[config.mk]
export PLATFORM = sky130hd
export DESIGN_NAME = picorv32_axil_master
export DESIGN_NICKNAME = d
export VERILOG_FILES = /design/src/rtl/picorv32_axil_master.sv
export SDC_FILE = /design/constraint.sdc
export NUM_CORES = 1
export LEC_CHECK = 0
export BUFFER_PORTS_ARGS = -buffer_cell sky130_fd_sc_hd__buf_2
export CORE_MARGIN = 2
export CORE_UTILIZATION = 35
export CTS_CLUSTER_SIZE = 20
export DETAILED_ROUTE_END_ITERATION = 7
export SYNTH_ARGS = -nofsm -noshare
export SYNTH_HDL_FRONTEND = slang
export SYNTH_SLANG_ARGS = --single-unit
[constraint.sdc]
create_clock -name clk -period 3.7 [get_ports clk]
set_input_delay 0.185 -clock clk [delete_from_list [all_inputs] [get_ports clk]]
set_output_delay 0.185 -clock clk [all_outputs]
set_load 0.01 [all_outputs]
[src/rtl/picorv32_axil_master.sv]
// picorv32_axil_master
//   Bridges the PicoRV32 native memory port onto an AXI4-Lite master. Each
//   accepted mem_valid request becomes exactly one AXI-Lite read or write,
//   and the result is handed back to the CPU with a one-cycle mem_ready.
//
// Ports
//   clk, reset                  clock, asynchronous active-high reset
//   mem_valid/instr/addr/       CPU request (sampled only in IDLE)
//   wdata/wstrb
//   mem_ready, mem_rdata        one-cycle completion pulse and read data
//   m_aw*/m_w*/m_b*             AXI-Lite write address, data, response
//   m_ar*/m_r*                  AXI-Lite read address and data
//   err, err_clr                sticky error flag and its synchronous clear
//
// Parameters
//   TIMEOUT   cycles allowed per transaction before abort, 0 disables
//   ERR_DATA  value returned on mem_rdata for a failed or aborted read
module picorv32_axil_master #(
  parameter int unsigned TIMEOUT  = 255,
  parameter logic [31:0] ERR_DATA = 32'hDEAD_BEEF
) (
  input  logic        clk,
  input  logic        reset,
  input  logic        mem_valid,
  input  logic        mem_instr,
  input  logic [31:0] mem_addr,
  input  logic [31:0] mem_wdata,
  input  logic [3:0]  mem_wstrb,
  output logic        mem_ready,
  output logic [31:0] mem_rdata,
  output logic [31:0] m_awaddr,
  output logic [2:0]  m_awprot,
  output logic        m_awvalid,
  input  logic        m_awready,
  output logic [31:0] m_wdata,
  output logic [3:0]  m_wstrb,
  output logic        m_wvalid,
  input  logic        m_wready,
  input  logic [1:0]  m_bresp,
  input  logic        m_bvalid,
  output logic        m_bready,
  output logic [31:0] m_araddr,
  output logic [2:0]  m_arprot,
  output logic        m_arvalid,
  input  logic        m_arready,
  input  logic [31:0] m_rdata,
  input  logic [1:0]  m_rresp,
  input  logic        m_rvalid,
  output logic        m_rready,
  output logic        err,
  input  logic        err_clr
);

  typedef enum logic [2:0] {
    IDLE,
    WADDR,
    WRESP,
    RADDR,
    RDATA,
    DONE
  } state_t;

  state_t      r_state;
  logic [31:0] r_addr;
  logic [31:0] r_wdata;
  logic [3:0]  r_wstrb;
  logic [2:0]  r_arprot;
  logic        r_awvalid;
  logic        r_wvalid;
  logic        r_bready;
  logic        r_arvalid;
  logic        r_rready;
  logic        r_awdone;
  logic        r_wdone;
  logic        r_memready;
  logic [31:0] r_rdata;
  logic        r_err;
  logic [31:0] r_count;

  state_t      w_state_n;
  logic        w_awvalid_n;
  logic        w_wvalid_n;
  logic        w_bready_n;
  logic        w_arvalid_n;
  logic        w_rready_n;
  logic        w_awdone_n;
  logic        w_wdone_n;
  logic        w_memready_n;
  logic [31:0] w_rdata_n;
  logic [31:0] w_count_n;
  logic        w_errset;
  logic        w_load;
  logic        w_timeout;

  // Only bit 1 of a response distinguishes SLVERR/DECERR from OKAY/EXOKAY,
  // and the low address bits are dropped by word alignment.
  logic w_unused;
  assign w_unused = ^{m_bresp[0], m_rresp[0], mem_addr[1:0]};

  // Abort fires when the per-transaction counter reaches TIMEOUT; a zero
  // TIMEOUT disables it so slow slaves can be waited on indefinitely.
  assign w_timeout = (TIMEOUT != 0) && (r_count == TIMEOUT);

  // Next-state and next-output logic. Every AXI and CPU output is a flop,
  // so this block decides what each one holds in the following cycle.
  // The write path tracks AW and W with separate done flags because a
  // slave may accept them in either order or together.
  always_comb begin
    w_state_n    = r_state;
    w_awvalid_n  = r_awvalid;
    w_wvalid_n   = r_wvalid;
    w_bready_n   = r_bready;
    w_arvalid_n  = r_arvalid;
    w_rready_n   = r_rready;
    w_awdone_n   = r_awdone;
    w_wdone_n    = r_wdone;
    w_memready_n = 1'b0;
    w_rdata_n    = r_rdata;
    w_count_n    = r_count;
    w_errset     = 1'b0;
    w_load       = 1'b0;

    case (r_state)
      IDLE: begin
        if (mem_valid) begin
          w_load     = 1'b1;
          w_count_n  = '0;
          w_awdone_n = 1'b0;
          w_wdone_n  = 1'b0;
          if (mem_wstrb != 4'b0000) begin
            w_state_n   = WADDR;
            w_awvalid_n = 1'b1;
            w_wvalid_n  = 1'b1;
          end else begin
            w_state_n   = RADDR;
            w_arvalid_n = 1'b1;
          end
        end
      end

      DONE: begin
        w_state_n = IDLE;
      end

      default: begin
        w_count_n = r_count + 32'd1;
        if (w_timeout) begin
          // Debug escape: drops valids mid-handshake, slave needs a reset.
          w_awvalid_n  = 1'b0;
          w_wvalid_n   = 1'b0;
          w_bready_n   = 1'b0;
          w_arvalid_n  = 1'b0;
          w_rready_n   = 1'b0;
          w_errset     = 1'b1;
          w_rdata_n    = ERR_DATA;
          w_memready_n = 1'b1;
          w_state_n    = DONE;
        end else begin
          case (r_state)
            WADDR: begin
              w_awdone_n = r_awdone | (r_awvalid & m_awready);
              w_wdone_n  = r_wdone | (r_wvalid & m_wready);
              if (r_awvalid && m_awready) w_awvalid_n = 1'b0;
              if (r_wvalid && m_wready)   w_wvalid_n  = 1'b0;
              if (w_awdone_n && w_wdone_n) begin
                w_state_n  = WRESP;
                w_bready_n = 1'b1;
              end
            end
            WRESP: begin
              if (m_bvalid) begin
                w_bready_n   = 1'b0;
                w_errset     = m_bresp[1];
                w_memready_n = 1'b1;
                w_state_n    = DONE;
              end
            end
            RADDR: begin
              if (m_arready) begin
                w_arvalid_n = 1'b0;
                w_rready_n  = 1'b1;
                w_state_n   = RDATA;
              end
            end
            RDATA: begin
              if (m_rvalid) begin
                w_rready_n   = 1'b0;
                w_rdata_n    = m_rresp[1] ? ERR_DATA : m_rdata;
                w_errset     = m_rresp[1];
                w_memready_n = 1'b1;
                w_state_n    = DONE;
              end
            end
            default: begin
            end
          endcase
        end
      end
    endcase
  end

  // State and output registers. Request fields are captured only when a
  // request is accepted in IDLE, which keeps address, data and strobes
  // stable for as long as any valid is high. A new error outranks a
  // simultaneous clear so an error is never lost.
  always_ff @(posedge clk or posedge reset) begin
    if (reset) begin
      r_state    <= IDLE;
      r_addr     <= '0;
      r_wdata    <= '0;
      r_wstrb    <= '0;
      r_arprot   <= '0;
      r_awvalid  <= 1'b0;
      r_wvalid   <= 1'b0;
      r_bready   <= 1'b0;
      r_arvalid  <= 1'b0;
      r_rready   <= 1'b0;
      r_awdone   <= 1'b0;
      r_wdone    <= 1'b0;
      r_memready <= 1'b0;
      r_rdata    <= '0;
      r_err      <= 1'b0;
      r_count    <= '0;
    end else begin
      r_state    <= w_state_n;
      r_awvalid  <= w_awvalid_n;
      r_wvalid   <= w_wvalid_n;
      r_bready   <= w_bready_n;
      r_arvalid  <= w_arvalid_n;
      r_rready   <= w_rready_n;
      r_awdone   <= w_awdone_n;
      r_wdone    <= w_wdone_n;
      r_memready <= w_memready_n;
      r_rdata    <= w_rdata_n;
      r_count    <= w_count_n;
      if (w_load) begin
        r_addr   <= {mem_addr[31:2], 2'b00};
        r_wdata  <= mem_wdata;
        r_wstrb  <= mem_wstrb;
        r_arprot <= {mem_instr, 2'b00};
      end
      if (w_errset) begin
        r_err <= 1'b1;
      end else if (err_clr) begin
        r_err <= 1'b0;
      end
    end
  end

  assign mem_ready = r_memready;
  assign mem_rdata = r_rdata;
  assign m_awaddr  = r_addr;
  assign m_awprot  = 3'b000;
  assign m_awvalid = r_awvalid;
  assign m_wdata   = r_wdata;
  assign m_wstrb   = r_wstrb;
  assign m_wvalid  = r_wvalid;
  assign m_bready  = r_bready;
  assign m_araddr  = r_addr;
  assign m_arprot  = r_arprot;
  assign m_arvalid = r_arvalid;
  assign m_rready  = r_rready;
  assign err       = r_err;

endmodule

# ---- Word-level counts from Yosys, hierarchy flattened
# Index checks and enable logic that the tools add are counted.
dict set report totals {
  out_inout_bits 145
  reg_bits 143
  elab_cells 128
  mem_bits_ro 0
  latchBits 0
  inputBits 114
  memories 0
  ram_bits 0
}
dict set report classes {
  mux 60
  order_cmp 0
  div 0
  shift 0
  addsub 1
  mul 0
  reduce_logical 27
  bitwise_logic 6
  n_eq_ne 18
}
# op count
set ops {}
lappend ops {{$mux W32} 5}
lappend ops {{$pmux W32 S2} 1}
lappend ops {{$mux W1} 36}
lappend ops {{$add A32 B1 Y32 const B} 1}
lappend ops {{$eq A32 B8 Y1 const B} 1}
lappend ops {{$reduce_bool A3 Y1} 7}
lappend ops {{$mux W3} 6}
lappend ops {{$pmux W1 S2} 9}
lappend ops {{$ne A5 B5 Y1 const B} 3}
lappend ops {{$reduce_and A5 Y1} 3}
lappend ops {{$ne A3 B3 Y1 const B} 4}
lappend ops {{$pmux W3 S4} 1}
lappend ops {{$reduce_and A4 Y1} 3}
lappend ops {{$reduce_bool A2 Y1} 4}
lappend ops {{$reduce_bool A7 Y1} 1}
lappend ops {{$eq A3 B2 Y1 const B} 2}
lappend ops {{$eq A3 B3 Y1 const B} 2}
lappend ops {{$ne A2 B2 Y1 const B} 3}
lappend ops {{$pmux W3 S2} 1}
lappend ops {{$reduce_and A6 Y1} 1}
lappend ops {{$ne A5 B3 Y1 const B} 1}
lappend ops {{$reduce_bool A4 Y1} 1}
lappend ops {{$eq A3 B1 Y1 const B} 1}
lappend ops {{$logic_and A1 B1 Y1} 3}
lappend ops {{9 further kinds} 12}

# ---- Depth between registers and ports, before layout
# Gate-level depths: netlist of run 1.
dict set report logic_depth {
  depth_word 7
  ltp_mapped 9
}

# ---- Worst setup path after synthesis of run 1
# No wires, ideal clock.
dict set report synth_timing {
  path_kind {flip-flop to flip-flop}
  startpoint {register r_count[16]}
  endpoint {register r_awdone}
  stages_incl_launch_ff 8
  arrival_ps 1949
  slack_ps 1627
  synth_period_minus_slack_ps 2073
  cell_sequence {dfrtp_1 buf_6 or4_4 or2_4 or3_1 buf_2 a31oi_1 nor2_1}
}
dict set report synth_between {
  elab_chain_cells 3
}
# item line
set synth_lines {}
lappend synth_lines {{start: declaration} 78} ;# logic [31:0] r_count;
lappend synth_lines {{start signal: assignment} 235} ;# r_count <= w_count_n;
lappend synth_lines {{$eq A32 B8 Y1} 102} ;# assign w_timeout = (TIMEOUT != 0) && (r_count == TIMEOUT);
lappend synth_lines {{$ne A2 B1 Y1 (no source line)} --}
lappend synth_lines {{$reduce_and A4 Y1 (no source line)} --}
lappend synth_lines {{end signal: assignment} 231} ;# r_awdone <= w_awdone_n;
lappend synth_lines {{end: declaration} 73} ;# logic r_awdone;
# Every way passes these cells.
# A chain may end at the register's enable or synchronous reset.

# ---- Final worst setup path of run 1
dict set report layout_timing {
  startpoint {register r_count[0]}
  endpoint {register r_rdata[28] (netlist: mem_rdata[28])}
}
dict set report layout_between {
  elab_chain_cells 3
  word_cells_on_any_way 5
  classes_between {1 x eq/ne; 1 x mux; 3 x reduce/logical}
}
# item line
set layout_lines {}
lappend layout_lines {{$eq A32 B8 Y1 *} 102}
lappend layout_lines {{$reduce_bool A2 Y1 (no source line)} --}
lappend layout_lines {{$reduce_and A3 Y1 (no source line)} --}
lappend layout_lines {{end signal: assignment} 234} ;# r_rdata <= w_rdata_n;
lappend layout_lines {{end: declaration} 76} ;# logic [31:0] r_rdata;
# Mark *: on every way between the ends. The rest lies on a longest branch, timed or not.

==> results of run 1 <==
cells by family after synthesis:
logic type,Yosys count,synth area share
and+or+nand+nor,194,0.138
adders and majority gates,1,0.00183
AOI/OAI and AO/OA,104,0.0939
DFF,143,0.525
buffers and inverters,79,0.0738
xor gates and xnor gates,5,0.00642
muxes,101,0.161
other,1,0.000550
synthesized netlist by cell type, drive strengths merged, types with 4 or more instances:
| master | n |
|---|---|
| a31oi | 15 |
| clkbuf | 14 |
| a21o | 7 |
| mux2 | 67 |
| buf | 60 |
| xor2 | 5 |
| nor2b | 4 |
| nor4 | 12 |
| inv | 5 |
| nand4 | 11 |
| nand2 | 48 |
| o21ai | 41 |
| mux2i | 34 |
| a21oi | 16 |
| nor2 | 72 |
| and3 | 7 |
| nand3 | 14 |
| nor3 | 6 |
| dfrtp | 143 |
critical path, delay by kind of cell, from the launching register on:
kind                     cells  cell delay [ns]
AND/OR/NAND/NOR              3             1.27
flip-flops                   1             0.40
adder cells (fa/ha/maj)      1             0.20
multiplexers                 1             0.19
buffers and inverters        1             0.30
AO/OA/AOI/OAI                1             0.10
what timing repair did:
item,CTS,global route
hold buffers,72,0
hold endpoints to repair,110,0
setup endpoints to repair,0,0
report_power, final:
group	internal, uW	total (uW)	switching (uW)
logic	1390	2940	1550
registers	2180	2610	426
clock network	1020	1750	736
total	4590	7300	2710
how the worst max path moves through the flow:
stage                                      to  slack, ns
floorplan                r_awdone$_DFFE_PP0P_       1.63
global route        mem_rdata[27]$_DFFE_PP0P_       0.79
finish              mem_rdata[28]$_DFFE_PP0P_       1.06
global placement    mem_rdata[27]$_DFFE_PP0P_       1.08
detailed placement  mem_rdata[10]$_DFFE_PP0P_       1.07
CTS                 mem_rdata[10]$_DFFE_PP0P_       1.06
metrics by stage:
| stage | std cells | setup slack [ns] | power, uW | util | hold slack [ns] |
|---|---|---|---|---|---|
| detailed placement | 1084 | 1.07 | 5530 | 0.419 | 0.414 |
| CTS | 1188 | 1.06 | 7370 | 0.487 | 0.000397 |
| global route | 1188 | 0.793 | 7800 | 0.487 | 0.00294 |
| global placement | 1084 | 1.08 | 5470 | 0.419 | 0.414 |
| floorplan | 636 | 1.63 | 4570 | - | 0.292 |
| finish | 1188 | 1.06 | 7300 | 0.487 | 0.0111 |
state kept, by name, indices dropped and copies added, names as in the netlist:
signal     count
m_arprot       1
mem_rdata     32
m_araddr      30
mem_ready      1
m_arvalid      1
r_state        3
err            1
r_wdone        1
m_wvalid       1
m_awvalid      1
m_bready       1
r_count       32
r_awdone       1
m_wstrb        4
m_wdata       32
m_rready       1
layer usage:
| metal | track usage | share of wire |
|---|---|---|
| met2 | 0.280 | 0.50 |
| met4 | 0.0717 | 0.015 |
| met3 | 0.0437 | 0.051 |
| met5 | 0 | 0 |
| met1 | 0.217 | 0.44 |
cell type report:
| type | count | area [um2] |
|---|---|---|
| Clock buffer | 18 | 429 |
| Clock inverter | 14 | 170 |
| Fill cell | 1784 | 9880 |
| Inverter | 5 | 22.5 |
| Multi-Input combinational cell | 414 | 2790 |
| Sequential cell | 143 | 3580 |
| Tap cell | 265 | 332 |
| Timing Repair Buffer | 329 | 2070 |
==> results by group, run 1 <==
Status
  • Status: finished clean

Global route
  • GRT Util Overall: 0.172
  • First-pass GRT wire length: 27.6 mm
  • Vias in the first global route: 5376
  • Largest net degree at the start of global routing: 69
  • GR Overflow Total: 0
  • Initial antenna violation count: 0

Clock tree
  • CTS Root Cell: clkbuf_16
  • Post-CTS Setup Bufs: 0
  • CTS tree: yes
  • Cts bufs inserted: 17
  • Post-CTS resize count: 0
  • Htree depth: 4
  • Max Buffers Root-to-Sink: 2
  • # clock sinks: 143
  • Clock transition at path regs: 0.06 ns
  • Clock Latency Late Sink: 0.43 ns

Synth
  • Mapped Avg Cell Area: 10.9 um2
  • Count of different cell masters after synthesis: 57
  • Top_reg_cell synth: dfrtp_1
  • Synth warnings: 0
  • Area contributors post-synth: dfrtp_1 52%, mux2_2 11%, mux2i_1 5.0%
  • Post-synthesis sequential area ratio: 0.525
  • Area leader, netlist: dfrtp_1
  • Synth async-reset ratio: 1.00
  • Mapped cell area: 6820 um2
  • Yosys top cell area share: 0.525
  • #FFs+latches synth: 143
  • Synth Instances: 628
  • Post-synth EDFFs: 0

Route
  • First-pass detailed-route iteration total: 5
  • Drt first-iter violations: 305
  • DRT Wirelength: 18.0 mm
  • Vias/cell: 4.79
  • DRT antenna net count: 0
  • WL/cell: 15.2 um
  • Vias after detailed routing: 5693
  • DR DRC count: 0

Critical path
  • WS Path Type: reg2reg
  • CP Launch Type: register
  • Reg2reg end: mem_rdata[28]$_DFFE_PP0P_
  • CP Max Fanout: 34
  • Crit path launch: r_count[0]$_DFFE_PP0P_
  • Critical Path End Type: register
  • R2R cell count: 7
  • Crit path largest cell delay: 0.53 ns
  • Critical Path AT: 2.92 ns
  • Critical path's slowest cell: nor3_4
  • CP required: 3.98 ns
  • FF-to-FF setup slack: 1.06 ns
  • Critical path cell sequence: ha_1 -> nand3_1 -> or2_1 -> nor3_4 -> o21ai_4 -> buf_4 -> mux2i_1
  • R2R Path Start: r_count[0]$_DFFE_PP0P_

Timing
  • Min Clock Period, post-route: 2.64 ns
  • Fin. Hold Viols: 0
  • Slew margin rel.: 0.396
  • Max Fclk: 379 MHz
  • Slew Limit Fails: 0
  • Setup TNS: 0 ns
  • RSZ-0062 raised after global routing: false
  • Worst-margin pin slew: 0.904 ns
  • Final Cycle Share: 0.713
  • Final Skew: 0.0129 ns
  • Final setup violation count: 0

Min path
  • Depth of the worst hold-timing path: 3
  • WHS Endpoint: mem_rdata[20]$_DFFE_PP0P_
  • Hold_sp: m_rdata[20]
  • Worst Hold Class: in2reg

Finish
  • Final net count: 1025
  • Share of cells above drive strength 1: 0.395
  • # diodes: 0
  • Most frequent cells in the layout: 245 x buf_2, 143 x dfrtp_1, 72 x nor2_1, 72 x dlygate4sd3_1, 67 x mux2_2
  • Synth-to-layout area growth: 37.7%
  • Fin area: 9390 um2
  • Commonest non-fill, non-tap cell in the layout: buf_2

Floorplan
  • Die ar.: 20600 um2
  • Die height: 144 um
  • Width of the chip: 144 um
  • Cell Rows: 51
  • Initial Utilization: 0.354
  • Area of the core: 19300 um2
  • I/O Pins: 259

Place
  • RD Place Congestion: 0.791
  • DP HPWL: 12.1 mm
  • Post-Place Cell Area: 8070 um2
  • Number of I/O port buffers: 245

Power and ir drop
  • Power Dens Cells: 777 nW/um2
  • Static Leak: 0.00451 uW
  • Worst-case vdd ir drop: 0.000395 V

Flow run
  • Max-Cap Viols: 0
(Power assumes the default switching activity.)
==> run 2: changes to the inputs <==
--- a/config.mk
+++ b/config.mk
@@ -5,6 +5,7 @@
 export SDC_FILE = /design/constraint.sdc
 export NUM_CORES = 1
 export LEC_CHECK = 0
+export ABC_AREA = 1
 export BUFFER_PORTS_ARGS = -buffer_cell sky130_fd_sc_hd__buf_2
 export CORE_MARGIN = 2
 export CORE_UTILIZATION = 35
==> constraint.sdc (replaced) <==
create_clock -name clk -period 2.3 [get_ports clk]
set_input_delay 0.115 -clock clk [delete_from_list [all_inputs] [get_ports clk]]
set_output_delay 0.115 -clock clk [all_outputs]
set_load 0.01 [all_outputs]
==> run 2 against run 1 <==
Against the previous run:
- non-clock buffer count up 28
- largest power group unchanged
- routed wire length grew 8.1%
- highest routed layer unchanged
- count of clock-buffer cells in the layout increased by 1
- die area grew 1.7%
- power increased by 69%
- cell count rose by 12%
==> results by group, run 2 <==
Status
  • Status: finished clean

Route
  • Vias after detailed routing: 6240 (+9.6%)
  • Drt first-iter violations: 335 (+9.8%)
  • DR DRC count: 0 (unchanged)
  • DRT Wirelength: 19.5 mm (+8.1%)
  • Vias/cell: 4.67 (-2.5%)
  • DRT antenna net count: 0 (unchanged)
  • First-pass detailed-route iteration total: 4 (-1)
  • WL/cell: 14.6 um (-3.9%)

Place
  • Place WS: 0.187 ns (-0.886 ns)
  • Number of I/O port buffers: 245 (unchanged)
  • RD Place Congestion: 0.830 (+4.9%)
  • Post-Place Cell Area: 8210 um2 (+1.7%)
  • DP HPWL: 12.7 mm (+4.9%)

Critical path
  • Critical Path End Type: register
  • CP Depth: 11 (+4)
  • WS Path Type: reg2reg
  • CP required: 2.65 ns (-1.33 ns)
  • CP Launch Type: register
  • Reg2reg end: mem_rdata[23]$_DFFE_PP0P_
  • CP Max Fanout: 17 (-50%)
  • Crit path largest cell delay: 0.40 ns (-0.13 ns)
  • FF-to-FF setup slack: 0.19 ns (-0.87 ns)
  • R2R cell count: 11 (+4)
  • Critical path's slowest cell: dfrtp_1
  • R2R Path Start: r_count[0]$_DFFE_PP0P_
  • Crit path launch: r_count[0]$_DFFE_PP0P_
  • CP bufs+invs: 0 (-1)
  • Critical Path AT: 2.47 ns (-0.45 ns)
  • Critical path cell sequence: ha_1 -> nand2_2 -> nor2_2 -> nand2_2 -> nor2_4 -> nand2_4 -> nand3_2 -> nand2_4 -> nor2_4 -> o21ai_1 -> nand2_1
  • CP top delay family: simple AND/OR/NAND/NOR gates

Floorplan
  • I/O Pins: 259 (unchanged)
  • Area of the core: 19500 um2 (+0.99%)
  • Initial Utilization: 0.356 (+0.00256)
  • Cell Rows: 51 (unchanged)
  • Die height: 145 um (+0.84%)
  • Width of the chip: 145 um (+0.84%)
  • Die ar.: 21000 um2 (+1.7%)

Global route
  • GR Overflow Total: 0 (unchanged)
  • GR Util met2: 0.300 (+0.0199)
  • First-pass GRT wire length: 29.8 mm (+7.7%)
  • GR Layer Usage met3: 0.0464 (+0.00274)
  • Initial antenna violation count: 0 (unchanged)
  • Grt peak-use layer: met2
  • Largest net degree at the start of global routing: 73 (+5.8%)
  • Met1 Usage GRT: 0.221 (+0.00414)
  • GRT Util Overall: 0.180 (+0.00774)
  • Vias in the first global route: 6171 (+15%)

Timing
  • Min Clock Period, post-route: 2.11 ns (-0.525 ns)
  • Worst-margin pin slew: 0.566 ns (-0.338 ns)
  • Final Skew: 0.00928 ns (-0.00365 ns)
  • Final hold slack: 0.0385 ns (+0.0274 ns)
  • Slew margin rel.: 0.619 (+0.223)
  • Slew Limit Fails: 0 (unchanged)
  • Max Fclk: 474 MHz (+25%)
  • Setup TNS: 0 ns (unchanged)
  • Final setup violation count: 0 (unchanged)
  • Final worst slack: 0.188 ns (-0.875 ns)
  • Fin. Hold Viols: 0 (unchanged)
  • Final Cycle Share: 0.918 (+0.205)
  • RSZ-0062 raised after global routing: false

Synth
  • Area leader, netlist: dfrtp_1
  • Post-synth EDFFs: 0 (unchanged)
  • Synth async-reset ratio: 1.00 (unchanged)
  • Post-synthesis sequential area ratio: 0.516 (-0.00890)
  • Mapped Avg Cell Area: 9.40 um2 (-13%)
  • Area contributors post-synth: dfrtp_1 52%, mux2_2 11%, nand2_1 8.2%
  • Yosys top cell area share: 0.516 (-0.00890)
  • Mapped cell area: 6940 um2 (+1.7%)
  • Count of different cell masters after synthesis: 39 (-32%)
  • Top_reg_cell synth: dfrtp_1
  • Top cells by count, synth: 152 x nand2_1, 143 x dfrtp_1, 67 x mux2_2
  • Synth warnings: 0 (unchanged)
  • Synth Instances: 738 (+18%)
  • #FFs+latches synth: 143 (unchanged)
  • Most numerous cell in the Yosys netlist: nand2_1

Clock tree
  • Htree depth: 4 (unchanged)
  • Post-CTS Setup Bufs: 0 (unchanged)
  • CTS tree: yes
  • Max Buffers Root-to-Sink: 2 (unchanged)
  • CTS Root Cell: clkbuf_16
  • Clock transition at path regs: 0.06 ns (about the same)
  • Clock Latency Late Sink: 0.41 ns (-0.02 ns)
  • # clock sinks: 143 (unchanged)
  • Cts bufs inserted: 17 (unchanged)

Finish
  • # diodes: 0 (unchanged)
  • Fin area: 9830 um2 (+4.6%)
  • Synth-to-layout area growth: 41.6%
  • Fillers: 1778 (-0.34%)
  • Share of cells above drive strength 1: 0.360 (-0.0350)
  • Final net count: 1173 (+14%)
  • Commonest non-fill, non-tap cell in the layout: buf_2
  • Most frequent cells in the layout: 245 x buf_2, 151 x nand2_1, 143 x dfrtp_1, 101 x dlygate4sd3_1, 67 x mux2_2

Min path
  • WHS Endpoint: err$_DFFE_PP0P_
  • Hold_sp: m_bresp[1]
  • Worst Hold Class: in2reg
  • Depth of the worst hold-timing path: 5 (+2)

Flow run
  • Max-Cap Viols: 0 (unchanged)

Power and ir drop
  • Power Dens Cells: 1250 nW/um2 (+61%)
  • Static Leak: 0.00485 uW (+7.5%)
  • Worst-case vdd ir drop: 0.000648 V (+64%)
run 2: worst max-delay path by stage:
stage / slack, ns / end
floorplan: 0.39 / err$_DFFE_PP0P_
global placement: 0.19 / mem_rdata[4]$_DFFE_PP0P_
detailed placement: 0.19 / mem_rdata[4]$_DFFE_PP0P_
CTS: 0.16 / mem_rdata[4]$_DFFE_PP0P_
global route: 0.002 / mem_rdata[23]$_DFFE_PP0P_
finish: 0.19 / mem_rdata[23]$_DFFE_PP0P_
run 2: area by class of cell:
| type | instances | area (um2) | share of cell area |
|---|---|---|---|
| multi-input combinational | 476 | 2730 | 0.277 |
| timing repair buffer | 357 | 2360 | 0.240 |
| inverter | 63 | 240 | 0.0244 |
| clock buffer | 19 | 453 | 0.0461 |
| sequential | 143 | 3580 | 0.364 |
| clock inverter | 13 | 136 | 0.0139 |
| tap | 265 | 332 | 0.0337 |
run 2: kinds of logic (layout without fill, tap and decap cells):
logic type,Yosys count,after routing,synth area share
compound gates,126,126,0.0969
fa+ha+maj,1,1,0.00180
buf+inv,128,452,0.0976
flops,143,143,0.516
mux,67,67,0.109
other cells,1,9,0.000541
simple gates,272,273,0.179
run 2: where the power goes:
part | switching, uW | internal, uW
Combinational | 2910 | 2280
Sequential | 734 | 3640
Clock | 1090 | 1650
run 2: worst register-to-register path: stages (launching register included):
cell	delay, ns
dfrtp_1	0.40
ha_1	0.19
nand2_2	0.09
nor2_2	0.10
nand2_2	0.12
nor2_4	0.15
nand2_4	0.15
nand3_2	0.15
nand2_4	0.12
nor2_4	0.37
o21ai_1	0.14
nand2_1	0.08
run 2: metal layers:
| metal | up-vias | wire length, um |
|---|---|---|
| li1 | 3051 | - |
| met1 | 2924 | 8320 |
| met2 | 235 | 9480 |
| met3 | 30 | 1260 |
| met4 | 0 | 441 |
| met5 | - | 0 |
run 2: repair_timing:
action                     4_1_cts  5_1_grt
resized for setup                0        1
hold endpoints to repair       243        0
hold buffers                   101        0
setup endpoints to repair        0        9
run 2: metrics by stage:
stage	instances	total power [uW]	util
4_1_cts	1335	12300	0.504
6_report	1336	12300	0.505
3_5_place_dp	1202	9410	0.422
3_3_place_gp	1202	9340	0.422
2_1_floorplan	746	7790	-
5_1_grt	1336	13200	0.505
